[config.mk]
export PLATFORM = sky130hd
export DESIGN_NAME = iob_soc_sut_iob_arbiter
export DESIGN_NICKNAME = d
export VERILOG_FILES = /design/src/rtl/iob_soc_sut_iob_arbiter.sv
export SDC_FILE = /design/constraint.sdc
export NUM_CORES = 1
export LEC_CHECK = 0
export ABC_AREA = 1
export CORE_AREA = 2 2 102 104
export DETAILED_ROUTE_END_ITERATION = 16
export DIE_AREA = 0 0 104 106
export PLACE_DENSITY_LB_ADDON = 0.1
export SYNTH_ARGS = -nofsm -noshare
export SYNTH_HDL_FRONTEND = slang
export SYNTH_SLANG_ARGS = --single-unit
[constraint.sdc]
create_clock -name clk_i -period 2.5 [get_ports clk_i]
set_input_delay 0.375 -clock clk_i [delete_from_list [all_inputs] [get_ports clk_i]]
set_output_delay 0.375 -clock clk_i [all_outputs]
set_load 0.01 [all_outputs]
[src/rtl/iob_soc_sut_iob_arbiter.sv]
// rtl/iob_soc_sut_iob_arbiter.sv - round-robin arbiter sharing one IOb-native slave between N_MASTERS requesters
//
// Purpose:
//   Grants the shared slave port to one master at a time, round-robin, with one
//   transaction in flight. A write releases the grant when the slave accepts it.
//   A read holds the grant until the slave returns rvalid.
//
// Optional feature (macro IOB_SOC_SUT_ARB_TIMEOUT_EN):
//   A read-response watchdog. After TIMEOUT_CYCLES cycles in WAIT_R with no
//   s_rvalid_i, the granted master gets a one-cycle rvalid with all-ones data.
//   timeout_o is then set and stays set until reset. When the macro is
//   undefined, WAIT_R waits indefinitely and timeout_o is tied to 0.
//
// Ports:
//   clk_i, arst_n_i          clock; asynchronous active-low reset
//   m_avalid_i  [N]          per-master request valid
//   m_addr_i    [N*ADDR_W]   per-master address (master k at slice k)
//   m_wdata_i   [N*DATA_W]   per-master write data
//   m_wstrb_i   [N*DATA_W/8] per-master write strobe (all zero = read)
//   m_rdata_o   [N*DATA_W]   per-master read data (0 outside the owner's response)
//   m_rvalid_o  [N]          per-master read-data valid
//   m_ready_o   [N]          per-master request accepted
//   s_avalid_o, s_addr_o, s_wdata_o, s_wstrb_o   shared slave request
//   s_rdata_i, s_rvalid_i, s_ready_i             shared slave response
//   grant_o     [N]          one-hot current owner, zero when idle
//   timeout_o                sticky watchdog flag
module iob_soc_sut_iob_arbiter #(
  parameter int N_MASTERS      = 2,
  parameter int ADDR_W         = 16,
  parameter int DATA_W         = 32,
  parameter int TIMEOUT_CYCLES = 1024
) (
  input  logic                            clk_i,
  input  logic                            arst_n_i,
  input  logic [N_MASTERS-1:0]            m_avalid_i,
  input  logic [N_MASTERS*ADDR_W-1:0]     m_addr_i,
  input  logic [N_MASTERS*DATA_W-1:0]     m_wdata_i,
  input  logic [N_MASTERS*(DATA_W/8)-1:0] m_wstrb_i,
  output logic [N_MASTERS*DATA_W-1:0]     m_rdata_o,
  output logic [N_MASTERS-1:0]            m_rvalid_o,
  output logic [N_MASTERS-1:0]            m_ready_o,
  output logic                            s_avalid_o,
  output logic [ADDR_W-1:0]               s_addr_o,
  output logic [DATA_W-1:0]               s_wdata_o,
  output logic [(DATA_W/8)-1:0]           s_wstrb_o,
  input  logic [DATA_W-1:0]               s_rdata_i,
  input  logic                            s_rvalid_i,
  input  logic                            s_ready_i,
  output logic [N_MASTERS-1:0]            grant_o,
  output logic                            timeout_o
);

  localparam int STRB_W = DATA_W / 8;
  localparam int IDX_W  = (N_MASTERS > 1) ? $clog2(N_MASTERS) : 1;

  if (N_MASTERS < 2 || N_MASTERS > 8 || TIMEOUT_CYCLES < 1) begin : g_bad_params
    $error("iob_soc_sut_iob_arbiter: N_MASTERS must be 2..8 and TIMEOUT_CYCLES >= 1");
  end

  typedef enum logic [1:0] {
    S_IDLE   = 2'd0,
    S_GRANT  = 2'd1,
    S_WAIT_R = 2'd2
  } state_t;

  state_t               r_state;
  state_t               w_state_nxt;
  logic [N_MASTERS-1:0] r_grant;
  logic [N_MASTERS-1:0] w_grant_nxt;
  logic [IDX_W-1:0]     r_gidx;
  logic [IDX_W-1:0]     w_gidx_nxt;
  logic [IDX_W-1:0]     r_ptr;
  logic [IDX_W-1:0]     w_ptr_nxt;
  logic [IDX_W-1:0]     w_ptr_inc;
  logic                 w_found;
  logic [IDX_W-1:0]     w_win;
  logic [IDX_W:0]       w_cand;
  logic                 w_g_avalid;
  logic                 w_g_write;
  logic                 w_timeout_hit;

  // Round-robin search: first requester at or after r_ptr, wrapping modulo N_MASTERS.
  // w_cand has one extra bit so that r_ptr + i cannot overflow before the wrap.
  always_comb begin
    w_found = 1'b0;
    w_win   = '0;
    w_cand  = '0;
    for (int i = 0; i < N_MASTERS; i++) begin
      w_cand = {1'b0, r_ptr} + (IDX_W+1)'(i);
      if (w_cand >= (IDX_W+1)'(N_MASTERS)) begin
        w_cand = w_cand - (IDX_W+1)'(N_MASTERS);
      end
      if (!w_found && m_avalid_i[w_cand[IDX_W-1:0]]) begin
        w_found = 1'b1;
        w_win   = w_cand[IDX_W-1:0];
      end
    end
  end

  assign w_ptr_inc  = (r_gidx == IDX_W'(N_MASTERS - 1)) ? '0 : r_gidx + IDX_W'(1);
  assign w_g_avalid = m_avalid_i[r_gidx];
  assign w_g_write  = |m_wstrb_i[r_gidx*STRB_W +: STRB_W];
  assign grant_o    = r_grant;

`ifdef IOB_SOC_SUT_ARB_TIMEOUT_EN
  localparam int CNT_W = $clog2(TIMEOUT_CYCLES + 1);

  logic [CNT_W-1:0] r_cnt;
  logic             r_timeout;

  // The counter holds the number of completed WAIT_R cycles. The watchdog fires
  // in the TIMEOUT_CYCLES-th cycle of WAIT_R if the slave has not responded.
  assign w_timeout_hit = (r_state == S_WAIT_R) && !s_rvalid_i &&
                         (r_cnt == CNT_W'(TIMEOUT_CYCLES - 1));
  assign timeout_o     = r_timeout;

  always_ff @(posedge clk_i or negedge arst_n_i) begin
    if (!arst_n_i) begin
      r_cnt     <= '0;
      r_timeout <= 1'b0;
    end else begin
      if (r_state == S_WAIT_R && w_state_nxt == S_WAIT_R) begin
        r_cnt <= r_cnt + CNT_W'(1);
      end else begin
        r_cnt <= '0;
      end
      if (w_timeout_hit) begin
        r_timeout <= 1'b1;
      end
    end
  end
`else
  assign w_timeout_hit = 1'b0;
  assign timeout_o     = 1'b0;
`endif

  // Next-state logic and all combinational outputs.
  always_comb begin
    w_state_nxt = r_state;
    w_grant_nxt = r_grant;
    w_gidx_nxt  = r_gidx;
    w_ptr_nxt   = r_ptr;
    s_avalid_o  = 1'b0;
    s_addr_o    = '0;
    s_wdata_o   = '0;
    s_wstrb_o   = '0;
    m_ready_o   = '0;
    m_rvalid_o  = '0;
    m_rdata_o   = '0;

    case (r_state)
      S_IDLE: begin
        if (w_found) begin
          w_state_nxt        = S_GRANT;
          w_gidx_nxt         = w_win;
          w_grant_nxt        = '0;
          w_grant_nxt[w_win] = 1'b1;
        end
      end

      S_GRANT: begin
        s_avalid_o        = w_g_avalid;
        s_addr_o          = m_addr_i[r_gidx*ADDR_W +: ADDR_W];
        s_wdata_o         = m_wdata_i[r_gidx*DATA_W +: DATA_W];
        s_wstrb_o         = m_wstrb_i[r_gidx*STRB_W +: STRB_W];
        m_ready_o[r_gidx] = s_ready_i;

        if (!w_g_avalid) begin
          // The owner withdrew its request before acceptance. Drop the grant
          // and keep the pointer, so the same master keeps its priority.
          w_state_nxt = S_IDLE;
          w_grant_nxt = '0;
        end else if (s_ready_i) begin
          if (w_g_write) begin
            w_state_nxt = S_IDLE;
            w_grant_nxt = '0;
            w_ptr_nxt   = w_ptr_inc;
          end else if (s_rvalid_i) begin
            // The slave answered in the acceptance cycle, so the read is already complete.
            m_rvalid_o[r_gidx]                = 1'b1;
            m_rdata_o[r_gidx*DATA_W +: DATA_W] = s_rdata_i;
            w_state_nxt = S_IDLE;
            w_grant_nxt = '0;
            w_ptr_nxt   = w_ptr_inc;
          end else begin
            w_state_nxt = S_WAIT_R;
          end
        end
      end

      S_WAIT_R: begin
        if (s_rvalid_i) begin
          m_rvalid_o[r_gidx]                = 1'b1;
          m_rdata_o[r_gidx*DATA_W +: DATA_W] = s_rdata_i;
          w_state_nxt = S_IDLE;
          w_grant_nxt = '0;
          w_ptr_nxt   = w_ptr_inc;
        end else if (w_timeout_hit) begin
          m_rvalid_o[r_gidx]                = 1'b1;
          m_rdata_o[r_gidx*DATA_W +: DATA_W] = '1;
          w_state_nxt = S_IDLE;
          w_grant_nxt = '0;
          w_ptr_nxt   = w_ptr_inc;
        end
      end

      default: begin
        w_state_nxt = S_IDLE;
        w_grant_nxt = '0;
      end
    endcase
  end

  always_ff @(posedge clk_i or negedge arst_n_i) begin
    if (!arst_n_i) begin
      r_state <= S_IDLE;
      r_grant <= '0;
      r_gidx  <= '0;
      r_ptr   <= '0;
    end else begin
      r_state <= w_state_nxt;
      r_grant <= w_grant_nxt;
      r_gidx  <= w_gidx_nxt;
      r_ptr   <= w_ptr_nxt;
    end
  end

endmodule

==> flow_summary.json <==
{
  "clockBufferDepth": 2,
  "setup_viol": 0,
  "syn_nets": 501,
  "outcome": "complete, no violations",
  "antenna_found_initial": 0,
  "drt_pre_antenna_iters": 4,
  "synth_warnings": 0,
  "power.total_w": 0.00325,
  "core-area_um2": 10000,
  "fillers": 1082,
  "synth_cells": 355,
  "track_usage_pct": 17.1,
  "area.growth.synth_to_final_pct": 166,
  "portBuffers": 264,
  "r2r_start": "r_gidx",
  "reg2reg_to": "r_state[1]",
  "post-route-min-period_ns": 2.41,
  "path_class": "in2out",
  "power.leakage_nw": 2.27,
  "fmax_mhz": 416,
  "die_area_um2": 11000,
  "setup_tns_ns": 0,
  "yosysTopAreaCell": "nor2_1",
  "ys_seq_elements": 6,
  "cts_max_level": 1,
  "cts.sinks": 6,
  "start_util_pct": 16.6,
  "overflow": 0,
  "clk_latency_ns": 0.23,
  "rows": 37,
  "syn_area_um2": 1660,
  "gp_congestion": 0.893,
  "r2r_setup_slack_ns": 1.06,
  "wl_um": 10100,
  "synthTopCellsByArea": "nor2_1 38%, o21ai_0 15%, inv_1 9.5%",
  "cp-start-kind": "primary input",
  "synth_top_area_share_pct": 38.1,
  "drtIter0Drc": 109,
  "worstPathMaxFanout": 29,
  "clk_pin_slew_worst_paths_ns": 0.04,
  "cts_buffers": 3,
  "die_y_um": 106,
  "hold_viol_final": 0,
  "die_width_um": 104,
  "final_area_um2": 4430,
  "r2r_cells": 8,
  "grt_pass1_wl_um": 15500,
  "drv_cap": 0,
  "dp_hpwl_um": 8420,
  "arrival_ns": 2.03,
  "period_share_pct": 96.2,
  "cp_data_required_time_ns": 2.12,
  "vdd_drop_max_uv": 365,
  "diodes": 0,
  "cts_tree": "done",
  "fin_worst_skew_ns": 0.00510,
  "drv_slew": 0,
  "avgSynthCellArea_um2": 4.69,
  "end_kind": "primary output",
  "grt_start_max_net_pins": 51,
  "place_area_um2": 4540,
  "holdBufCountCts": 0,
  "yosysSeqAreaShare_pct": 9.02,
  "drive_gt1_share_pct": 11.1,
  "vias_per_cell": 4.03,
  "nets": 771,
  "ctsRootBufferMaster": "clkbuf_8",
  "ant_nets": 0,
  "ys_types": 21,
  "drc_errors": 0,
  "first_global_vias": 2840,
  "min_path_type": "in2async",
  "routedWlPerCell_um": 13.3,
  "power.density_nw_per_um2": 733,
  "dr_total_vias": 3061,
  "io_pins": 266
}
layout make-up:
cell class                 instances  area (um^2)  area share (%)
inverter                          45          169            3.81
clock buffer                       3         41.3           0.932
timing repair buffer             288         2670            60.4
sequential                         6          150            3.39
tap                              136          170            3.84
multi-input combinational        281         1230            27.7
power breakdown:
group | internal (W) | leakage (nW) | switching, W | total, W
clock | 0.000104 | 0.0216 | 0.0000466 | 0.000151
sequential | 0.000146 | 0.0756 | 0.0000415 | 0.000188
combinational | 0.00147 | 2.18 | 0.00144 | 0.00291
registers in the layout, summed over array words and instances, names as in the netlist:
name     cells
grant_o      2
r_ptr        1
r_state      2
r_gidx       1
critical path, cell delays in order:
cell and delay, ns:
clkdlybuf4s50_1 0.50, o21ai_1 0.08, nor2_2 0.12, nand2_2 0.09, o21ai_4 0.18, buf_4 0.14
nand2_4 0.05, buf_12 0.16, nor2_1 0.09, clkdlybuf4s15_1 0.24
worst max-delay path by stage:
stage                         end          start  cells after the start
global placement    m_rdata_o[27]  m_avalid_i[0]                      9
detailed placement  m_rdata_o[59]  m_avalid_i[0]                      9
CTS                 m_rdata_o[59]         r_gidx                     11
floorplan            m_rdata_o[0]     r_state[1]                      9
global route        m_rdata_o[49]  m_avalid_i[0]                     10
finish              m_rdata_o[49]  m_avalid_i[0]                     10
synth_stat cells:
cell / number
nand2_2: 1
inv_2: 3
nor2_2: 3
buf_6: 6
ha_1: 4
buf_1: 1
buf_4: 1
nor3_1: 2
nand3_1: 5
o21ai_4: 1
inv_1: 42
o21ai_1: 2
buf_2: 1
nand2_4: 2
o21ai_0: 51
dfrtp_1: 6
clkbuf_1: 14
a21oi_1: 5
nand2_1: 35
nor2_1: 169
conb_1: 1
what timing repair did:
action / in CTS / in global routing
cloned: 0 / 0
pin swaps: 1 / 1
setup buffers: 1 / 0
endpoints found under the setup margin: 72 / 51
gates resized for setup: 67 / 69
cells by family (layout without fill, tap and decap cells):
group	count (synthesis)	count (layout)	synth area share, %
and+or+nand+nor	217	217	51.0
AOI/OAI and AO/OA	59	59	18.4
DFF	6	6	9.02
buffers and inverters	68	336	18.3
other	1	1	0.225
adders and majority gates	4	4	3.01
cell usage in the layout, fill, tap and decap left out, drive strengths merged:
master | netlist | final
buf | 9 | 24
clkbuf | 14 | 32
nand3 | 5 | 5
ha | 4 | 4
dlygate4sd2 | 0 | 33
clkdlybuf4s15 | 0 | 4
nand2 | 38 | 38
o21ai | 54 | 54
clkdlybuf4s50 | 0 | 198
dfrtp | 6 | 6
nor3 | 2 | 2
nor2 | 172 | 172
inv | 45 | 45
a21oi | 5 | 5
conb | 1 | 1
per-stage QoR:
step                cells  util, %  worst slack [ns]  hold WS [ns]
floorplan             355        -             0.424        0.0794
global placement      755     45.4            -0.193         0.475
detailed placement    755     45.4            -0.202         0.499
CTS                   759     45.1           0.00708         0.427
global route          759     44.3           -0.0150         0.436
finish                759     44.3            0.0938         0.410
per-layer routing:
layer / up-vias / GRT usage (%) / part of all wire [%]
met5: - / 0 / 0
met4: 0 / 2.22 / 0.77
met3: 6 / 3.19 / 6.4
met2: 129 / 32.8 / 52
met1: 1326 / 20.0 / 41
li1: 1600 / - / -
No activity file was read; power rests on OpenSTA's default activity.
